## src/rtl/penc_norm_pipe_if.sv

```systemverilog
// penc_norm_pipe_if
//   Handshake and data bundle for the pipelined priority encoder / normaliser.
//   The master drives the input word and the downstream ready. The slave (the
//   encoder) returns the input ready and the result fields.
//   Ports and signals:
//     In_valid / In_ready   input-side handshake
//     Din, Lsb_mode, In_tag input word, search direction, sideband tag
//     Out_valid / Out_ready output-side handshake
//     Dout, Valid, Shamt    winning bit index, any-bit-set flag, shift applied
//     Norm, Out_tag         normalised word and the tag of that word
interface penc_norm_pipe_if #(
  parameter int WIDTH = 32,
  parameter int IW    = 5,
  parameter int TAG_W = 4
);
  logic             In_valid;
  logic             In_ready;
  logic [WIDTH-1:0] Din;
  logic             Lsb_mode;
  logic [TAG_W-1:0] In_tag;
  logic             Out_valid;
  logic             Out_ready;
  logic [IW-1:0]    Dout;
  logic             Valid;
  logic [IW-1:0]    Shamt;
  logic [WIDTH-1:0] Norm;
  logic [TAG_W-1:0] Out_tag;

  modport master (
    output In_valid, Din, Lsb_mode, In_tag, Out_ready,
    input  In_ready, Out_valid, Dout, Valid, Shamt, Norm, Out_tag
  );

  modport slave (
    input  In_valid, Din, Lsb_mode, In_tag, Out_ready,
    output In_ready, Out_valid, Dout, Valid, Shamt, Norm, Out_tag
  );
endinterface

```

## src/rtl/penc_norm_pipe.sv

```systemverilog
// penc_norm_pipe
//   Two-stage pipelined priority encoder with normaliser for the FP add/sub
//   datapath. Finds the highest (Lsb_mode=0) or lowest (Lsb_mode=1) set bit of
//   Din, reports its index on Dout and shifts the word so that bit lands at the
//   MSB (or LSB) on Norm. A sideband tag travels with each word.
//   Ports:
//     clk  rising-edge clock
//     rst  synchronous reset, active-high
//     bus  penc_norm_pipe_if slave view (handshakes, input word, results)
//   Stage 1 registers the word plus one 8-bit encoder result per byte group.
//   Stage 2 merges the group results and registers the final outputs.
module penc_norm_pipe #(
  parameter int WIDTH = 32,
  parameter int IW    = 5,
  parameter int TAG_W = 4
) (
  input  logic             clk,
  input  logic             rst,
  penc_norm_pipe_if.slave  bus
);

  localparam int NG = WIDTH / 8;

  // Index of the highest (lsb=0) or lowest (lsb=1) set bit within one byte.
  // Returns 0 for an all-zero byte; the group valid bit qualifies it.
  function automatic logic [2:0] enc8(input logic [7:0] b, input logic lsb);
    logic [2:0] r;
    r = 3'd0;
    if (lsb) begin
      for (int i = 7; i >= 0; i--) begin
        if (b[i]) r = 3'(i);
      end
    end else begin
      for (int i = 0; i < 8; i++) begin
        if (b[i]) r = 3'(i);
      end
    end
    return r;
  endfunction

  // Handshake
  logic v1_q, v1_d;
  logic v2_q, v2_d;
  logic adv1, adv2, in_ready;

  // Stage 1 contents
  logic [WIDTH-1:0]       din1_q, din1_d;
  logic                   lsb1_q, lsb1_d;
  logic [TAG_W-1:0]       tag1_q, tag1_d;
  logic [NG-1:0]          gv1_q, gv1_d;
  logic [NG-1:0][2:0]     gidx1_q, gidx1_d;

  // Stage 2 contents (the visible result)
  logic [IW-1:0]          dout_q, dout_d;
  logic                   valid_q, valid_d;
  logic [IW-1:0]          shamt_q, shamt_d;
  logic [WIDTH-1:0]       norm_q, norm_d;
  logic [TAG_W-1:0]       otag_q, otag_d;

  // Stage 2 combinational merge
  int                     sel_g;
  logic [2:0]             sel_idx;
  logic                   any_v;
  logic [IW-1:0]          idx_c;
  logic [IW-1:0]          shamt_c;

  // Stage 2 can move when it holds nothing or its result leaves this cycle;
  // stage 1 can accept when it is empty or is emptying into stage 2.
  assign adv2     = v1_q & (~v2_q | bus.Out_ready);
  assign in_ready = ~v1_q | adv2;
  assign adv1     = bus.In_valid & in_ready;

  always_comb begin
    v1_d = v1_q;
    if (adv1) begin
      v1_d = 1'b1;
    end else if (adv2) begin
      v1_d = 1'b0;
    end
  end

  always_comb begin
    v2_d = v2_q;
    if (adv2) begin
      v2_d = 1'b1;
    end else if (bus.Out_ready) begin
      v2_d = 1'b0;
    end
  end

  always_comb begin
    din1_d  = din1_q;
    lsb1_d  = lsb1_q;
    tag1_d  = tag1_q;
    gv1_d   = gv1_q;
    gidx1_d = gidx1_q;
    if (adv1) begin
      din1_d = bus.Din;
      lsb1_d = bus.Lsb_mode;
      tag1_d = bus.In_tag;
      for (int g = 0; g < NG; g++) begin
        gv1_d[g]   = |bus.Din[g*8 +: 8];
        gidx1_d[g] = enc8(bus.Din[g*8 +: 8], bus.Lsb_mode);
      end
    end
  end

  // Group pick: the loop direction makes the last valid group visited win,
  // so ascending order finds the highest group and descending the lowest.
  always_comb begin
    sel_g   = 0;
    sel_idx = 3'd0;
    if (lsb1_q) begin
      for (int g = NG - 1; g >= 0; g--) begin
        if (gv1_q[g]) begin
          sel_g   = g;
          sel_idx = gidx1_q[g];
        end
      end
    end else begin
      for (int g = 0; g < NG; g++) begin
        if (gv1_q[g]) begin
          sel_g   = g;
          sel_idx = gidx1_q[g];
        end
      end
    end
  end

  always_comb begin
    any_v   = |gv1_q;
    idx_c   = IW'(sel_g * 8) | IW'(sel_idx);
    shamt_c = lsb1_q ? idx_c : (IW'(WIDTH - 1) - idx_c);
  end

  always_comb begin
    dout_d  = dout_q;
    valid_d = valid_q;
    shamt_d = shamt_q;
    norm_d  = norm_q;
    otag_d  = otag_q;
    if (adv2) begin
      otag_d  = tag1_q;
      valid_d = any_v;
      if (any_v) begin
        dout_d  = idx_c;
        shamt_d = shamt_c;
        norm_d  = lsb1_q ? (din1_q >> shamt_c) : (din1_q << shamt_c);
      end else begin
        dout_d  = '0;
        shamt_d = '0;
        norm_d  = '0;
      end
    end
  end

  always_ff @(posedge clk) begin
    if (rst) begin
      v1_q    <= 1'b0;
      v2_q    <= 1'b0;
      din1_q  <= '0;
      lsb1_q  <= 1'b0;
      tag1_q  <= '0;
      gv1_q   <= '0;
      gidx1_q <= '0;
      dout_q  <= '0;
      valid_q <= 1'b0;
      shamt_q <= '0;
      norm_q  <= '0;
      otag_q  <= '0;
    end else begin
      v1_q    <= v1_d;
      v2_q    <= v2_d;
      din1_q  <= din1_d;
      lsb1_q  <= lsb1_d;
      tag1_q  <= tag1_d;
      gv1_q   <= gv1_d;
      gidx1_q <= gidx1_d;
      dout_q  <= dout_d;
      valid_q <= valid_d;
      shamt_q <= shamt_d;
      norm_q  <= norm_d;
      otag_q  <= otag_d;
    end
  end

  assign bus.In_ready  = in_ready;
  assign bus.Out_valid = v2_q;
  assign bus.Dout      = dout_q;
  assign bus.Valid     = valid_q;
  assign bus.Shamt     = shamt_q;
  assign bus.Norm      = norm_q;
  assign bus.Out_tag   = otag_q;

endmodule

```

## src/flat_wrapper.sv

```systemverilog
// flat-port wrapper written by rule: the top's interface ports become plain ports
module penc_norm_pipe_flat 
#(
  parameter int WIDTH = 32,
  parameter int IW    = 5,
  parameter int TAG_W = 4
)
  (clk, rst, bus_In_valid, bus_Din, bus_Lsb_mode, bus_In_tag, bus_Out_ready, bus_In_ready, bus_Out_valid, bus_Dout, bus_Valid, bus_Shamt, bus_Norm, bus_Out_tag);
  penc_norm_pipe_if #(.WIDTH(WIDTH), .IW(IW), .TAG_W(TAG_W)) bus_i ();
  input  logic clk;
  input  logic rst;
  input wire logic [$bits(bus_i.In_valid)-1:0] bus_In_valid;
  input wire logic [$bits(bus_i.Din)-1:0] bus_Din;
  input wire logic [$bits(bus_i.Lsb_mode)-1:0] bus_Lsb_mode;
  input wire logic [$bits(bus_i.In_tag)-1:0] bus_In_tag;
  input wire logic [$bits(bus_i.Out_ready)-1:0] bus_Out_ready;
  output wire logic [$bits(bus_i.In_ready)-1:0] bus_In_ready;
  output wire logic [$bits(bus_i.Out_valid)-1:0] bus_Out_valid;
  output wire logic [$bits(bus_i.Dout)-1:0] bus_Dout;
  output wire logic [$bits(bus_i.Valid)-1:0] bus_Valid;
  output wire logic [$bits(bus_i.Shamt)-1:0] bus_Shamt;
  output wire logic [$bits(bus_i.Norm)-1:0] bus_Norm;
  output wire logic [$bits(bus_i.Out_tag)-1:0] bus_Out_tag;
  assign bus_i.In_valid = bus_In_valid;
  assign bus_i.Din = bus_Din;
  assign bus_i.Lsb_mode = bus_Lsb_mode;
  assign bus_i.In_tag = bus_In_tag;
  assign bus_i.Out_ready = bus_Out_ready;
  assign bus_In_ready = bus_i.In_ready;
  assign bus_Out_valid = bus_i.Out_valid;
  assign bus_Dout = bus_i.Dout;
  assign bus_Valid = bus_i.Valid;
  assign bus_Shamt = bus_i.Shamt;
  assign bus_Norm = bus_i.Norm;
  assign bus_Out_tag = bus_i.Out_tag;
  penc_norm_pipe #(.WIDTH(WIDTH), .IW(IW), .TAG_W(TAG_W)) u_core (.clk(clk), .rst(rst), .bus(bus_i));
endmodule
```

## config.mk

```make
export PLATFORM = sky130hd
export DESIGN_NAME = penc_norm_pipe_flat
export DESIGN_NICKNAME = d
export VERILOG_FILES = /design/src/rtl/penc_norm_pipe_if.sv /design/src/rtl/penc_norm_pipe.sv /design/src/flat_wrapper.sv
export SDC_FILE = /design/constraint.sdc
export NUM_CORES = 1
export LEC_CHECK = 0
export ABC_CLOCK_PERIOD_IN_PS = 3900
export CAP_MARGIN = 20
export CORE_ASPECT_RATIO = 1.5
export CORE_MARGIN = 1.5
export CORE_UTILIZATION = 45
export CTS_CLUSTER_SIZE = 10
export DETAILED_ROUTE_END_ITERATION = 16
export HOLD_SLACK_MARGIN = 0.05
export PLACE_DENSITY = 0.66
export SYNTH_ARGS = -nofsm -noshare
export SYNTH_HDL_FRONTEND = slang
export SYNTH_SLANG_ARGS = --single-unit
```

## constraint.sdc

```tcl
create_clock -name clk -period 3.9 [get_ports clk]
set_input_delay 0.585 -clock clk [delete_from_list [all_inputs] [get_ports clk]]
set_output_delay 0.585 -clock clk [all_outputs]
set_load 0.02 [all_outputs]
```

---- After elaboration in Yosys (flattened, before gate mapping) ----
Cells that the tools add are included.
cells by class
  divide/modulo/power cells ............... 0
  magnitude comparators ................... 0
  equal/unequal tests ..................... 0
  shift-type cells ........................ 2
  $mul .................................... 0
  multiplexer cells ....................... 90
  bitwise operators ....................... 7
  reduce and logical (&&, ||, !) cells .... 7
  add/subtract/negate cells ............... 1
operator list
  kind                   number
  $mux W3                61
  $mux W32               2
  $reduce_or A8 Y1       4
  $shl A32 B5 Y32        1
  $shr A32 B5 Y32        1
  $mux W2                15
  $mux W5                3
  $mux W1                9
  $or A5 B3 Y5           1
  $sub A5 B5 Y5 const A  1
  $reduce_bool A2 Y1     2
  $reduce_or A4 Y1       1
  $and A1 B1 Y1          2
  $not A1 Y1             2
  $or A1 B1 Y1           2
word-level totals
  memory bits (writable) .................. 0
  bits in latches ......................... 0
  word-level logic and storage cells ...... 122
  bits of input ports ..................... 41
  memories ................................ 0
  output and inout port bits .............. 49
  ROM bits ................................ 0
  register bits ........................... 102

---- Depth between registers and ports, before layout ----
  word-level depth ........................ 11
  depth in mapped cells ................... 13
  gate-level depth less buffers ........... 8

---- Least setup slack after synthesis ----
Ideal clock, no wire load.
  path type ............................... register -> register
  from .................................... register u_core.gv1_q[2]
  to ...................................... register u_core.norm_q[11] (netlist: u_core.bus.Norm[11])
  setup slack ............................. 1.105 ns
  library setup time ...................... 0.117 ns
  arrival ................................. 2.678 ns
  stages on the path, launching flop included .. 11
  data required time ...................... 3.783 ns
  clock period less this slack ............ 2.795 ns
  buffers on the path ..................... 2
  cell sequence ........................... dfxtp_1 buf_2 nand3b_1 a221oi_4 a2bb2oi_2 buf_4 mux2_2 o21a_1 mux2_2 o211a_1 o22a_1
on the way
  cells in the longest elaborated chain, start to end .. 10
  elaborated cells on any way between the ends .. 20
  classes of those cells .................. 1 x add/sub; 2 x shift; 15 x mux; 1 x bitwise; 1 x reduce/logical
ends and longest elaborated chain
  element                                             RTL line               source
  start: declaration                                  penc_norm_pipe.sv:50   logic [NG-1:0] gv1_q, gv1_d;
  start signal: assignment                            penc_norm_pipe.sv:177  gv1_q <= gv1_d;
  $mux W3 or $mux W2 (tied branches) (3 in series)    penc_norm_pipe.sv:115  if (gv1_q[g]) begin
  $mux W3 or $mux W2 (tied branches)                  penc_norm_pipe.sv:113  if (lsb1_q) begin
  $or A5 B3 Y5                                        penc_norm_pipe.sv:132  idx_c = IW'(sel_g * 8) | IW'(sel_idx);
  $sub A5 B5 Y5                                       penc_norm_pipe.sv:133  shamt_c = lsb1_q ? idx_c : (IW'(WIDTH - 1) - idx_c);
  $mux W5                                             penc_norm_pipe.sv:133
  $shl A32 B5 Y32 or $shr A32 B5 Y32 (tied branches)  penc_norm_pipe.sv:148  norm_d = lsb1_q ? (din1_q >> shamt_c) : (din1_q << shamt_c);
  $mux W32                                            penc_norm_pipe.sv:148
  $mux W32 (*)                                        penc_norm_pipe.sv:145  if (any_v) begin
  end signal: assignment                              penc_norm_pipe.sv:182  norm_q <= norm_d;
  end: declaration                                    penc_norm_pipe.sv:57   logic [WIDTH-1:0] norm_q, norm_d;
Mark *: on every way between the ends. The rest lies on a longest branch, timed or not.
A chain may end at the register's enable or synchronous reset.

---- Worst setup path after layout ----
  from .................................... register u_core.gv1_q[2]
  to ...................................... register u_core.norm_q[22] (netlist: u_core.bus.Norm[22])
Same word-level chain as after synthesis.

==> results.yml <==
worst_hold_path:
  hold_path.class: "flop to flop"
  holdPathStages: 2
  hold_end: "u_core.bus.Norm[0]$_SDFFE_PP0P_"
  hp-start: "u_core.bus.Norm[0]$_SDFFE_PP0P_"
power:
  power-per-cell-area_nw_per_um2: 377
  power_mw: 3.75
  leakagePower_nw: 3.64
  ir_drop_uv: 202
timing:
  finalHoldViolCount: 0
  fin_crit_ns: 3.75
  max_freq_mhz: 267
  fin_crit_sh_pct: 96.1
  fin_worst_skew_ns: 0.0132
  worst_pin_slew_ns: 1.00
  fin_tns_setup_ns: 0
  rsz0062_at_grt: "no"
  setup_violations: 0
  timing.final.ws_setup_ns: 0.154
  maxSlewViolCount: 0
  slew_headroom_pct: 32.8
flow_run:
  timing.max_cap.violations: 0
layout:
  diodes: 0
  area_delta_synth_final_pct: 18.6
  final_layout_size_suffix_gt1_share_pct: 11.6
  post-route-util_pct: 54.1
  nets: 1218
  nFillCells: 1829
routing:
  ant_nets: 0
  drtPass1Iterations: 5
  drc_errors: 0
  drt-vias-per-instance: 6.67
  wirelength_um: 38300
  vias: 9564
  wl_per_cell_um: 26.7
  dr.first_iter.drc_count: 1080
die:
  core_um2: 18400
  num_rows: 61
  io_pins: 90
  initial_core_util_pct: 45.6
  die_h_um: 170
  die_area_um2: 19500
  die_w_um: 114
yosys:
  ys.flop_type: "dfxtp_1"
  synthArstFlopShare_pct: 0
  synthCells: 1118
  synth_top_area_share_pct: 24.4
  syn_nets: 1159
  synth.distinct_cells: 73
  synth_edf_count: 0
  yosysTopAreaCell: "dfxtp_1"
  ys_seq_elements: 102
  syn-cell-area_um2: 8390
  synth_area_leaders: "dfxtp_1 24%, nand2_1 9.0%, mux2i_1 8.8%"
  yosys_warnings: 0
  seq_area_frac_synth_pct: 24.4
  avgSynthCellArea_um2: 7.50
worst_setup_path:
  end_kind: "flop"
  timing.rr.start: "u_core.gv1_q[2]$_SDFFE_PP0P_"
  worst-path-max-fanout: 20
  cp-startpoint: "u_core.gv1_q[2]$_SDFFE_PP0P_"
  crit_type: "flop to flop"
  start_kind: "flop"
  reg2reg_to: "u_core.bus.Norm[22]$_SDFFE_PP0P_"
  crit_arrival_ns: 4.02
  path_cells: "nor2_1 -> a311o_1 -> o22ai_4 -> buf_12 -> mux2i_1 -> a2bb2oi_1 -> a21oi_1 -> mux2_2 -> o211a_1"
  rrSetupSlack_ns: 0.15
  cp_top_family: "compound AO/OA/AOI/OAI gates"
  required_ns: 4.17
  slowest_delay_ns: 0.74
  path_buf_inv: 1
  crit_path_top_delay_cell: "dfxtp_1"
  worstRegToRegCells: 9
cts:
  cts_tree: "done"
  cts_setup_buffers: 0
  clk_latency_ns: 0.38
  cts_resized: 0
  clkSinkCount: 102
  root_buffer: "clkbuf_16"
  ctsHoldBuffers: 0
  cts_buffer_depth: 2
  clk_pin_slew_ns: 0.09
  htree_levels: 3
  cts_buffers: 9
placed_design:
  pre_cts_slack_ns: 0.273
  dpl.hpwl_um: 29500
  portBuffers: 89
  gp_congestion: 1.03
grt:
  antenna_found_initial: 0
  grt_max_degree: 74
  grt_pass1_wl_um: 57200
  grt.total_usage_pct: 39.7
  overflow: 0
  grt_pass1_vias: 9241
outcome:
  outcome: "completed"
-- cell type report --
class,instances,area (um^2),share of cell area [%]
clock buffers,9,225,2.26
clock inverters,7,75.1,0.755
inverters,22,82.6,0.830
multi-input cells,896,5840,58.7
flip-flops and latches,102,2040,20.5
well taps,252,315,3.17
repair buffers,146,1360,13.7
-- cells in the mapped netlist, drive strengths merged, types with 17 or more instances --
| cell | count |
|---|---|
| a221oi | 19 |
| a211oi | 34 |
| mux2 | 33 |
| a32oi | 17 |
| nor2 | 79 |
| inv | 22 |
| nand2 | 200 |
| nor3 | 27 |
| mux2i | 74 |
| nand3 | 23 |
| dfxtp | 102 |
| o221ai | 18 |
| a21oi | 100 |
| and2 | 17 |
| o21ai | 37 |
| buf | 46 |
| o22ai | 20 |
| clkbuf | 52 |
| a22oi | 19 |
-- report_power, final --
group	internal, mW	total [mW]	switching [mW]
clock	0.456	0.958	0.502
combinational	0.581	1.59	1.01
sequential	1.10	1.20	0.100
total	2.14	3.75	1.61
-- sequential cells by signal, summed over array words and instances (netlist names) --
register	cells
u_core.bus.Out_valid	1
u_core.bus.Norm	32
u_core.bus.Out_tag	4
u_core.gidx1_q	12
u_core.din1_q	32
u_core.bus.Shamt	5
u_core.lsb1_q	1
u_core.tag1_q	4
u_core.v1_q	1
u_core.gv1_q	4
u_core.bus.Valid	1
u_core.bus.Dout	5
-- per-layer routing --
metal | wire, um | GRT usage, %
met5 | 0 | 0
met4 | 3520 | 32.6
met3 | 2580 | 6.37
met2 | 18400 | 66.5
met1 | 13900 | 43.9
-- worst max-delay path by stage --
stage                     cells past startpoint                          endpoint  slack (ns)
final                                         9  u_core.bus.Norm[22]$_SDFFE_PP0P_        0.15
after detailed placement                      9  u_core.bus.Norm[16]$_SDFFE_PP0P_        0.27
after global placement                        9  u_core.bus.Norm[16]$_SDFFE_PP0P_        0.28
after global routing                          9  u_core.bus.Norm[16]$_SDFFE_PP0P_       0.006
after CTS                                     9  u_core.bus.Norm[16]$_SDFFE_PP0P_        0.26
after floorplan                              10  u_core.bus.Norm[11]$_SDFFE_PP0P_        1.11
-- cell families after synthesis --
group / count (synthesis) / share of synthesized area [%]
flip-flops: 102 / 24.4
buffers and inverters: 120 / 6.36
AND/OR/NAND/NOR: 389 / 20.2
AO/OA/AOI/OAI: 393 / 34.0
multiplexers: 114 / 15.1
-- metrics by stage --
step	cell area [um^2]	hold WS [ns]	cells
2_1_floorplan	8390	0.432	1118
3_3_place_gp	9650	0.438	1418
3_5_place_dp	9650	0.438	1418
4_1_cts	9950	0.458	1434
5_1_grt	9950	0.478	1434
6_report	9950	0.454	1434
-- placed cells by master, fill, tap and decap left out, drive strengths merged, types with 7 or more instances in the layout --
master and count:
buf 58, a221o 7, inv 25, nor3 27, mux2i 74, clkdlybuf4s50 88
clkbuf 9, o21ai 37, dfxtp 102, a22oi 19, and2 17, mux4 7
nand2 200, a32oi 17, o22ai 20, a21boi 13, a221oi 19, a21oi 100
a31oi 9, o211ai 16, a211o 10, mux2 33, nor2 79, a211oi 34
o221ai 18, nand3 23, o311ai 11, o21a 9
-- tightest hold or removal path, cell delays in order (launching register included) --
cell     delay [ns]
dfxtp_1        0.33
nand2_1        0.05
o31ai_1        0.05
Note: power is estimated with default switching activity, not from simulation.
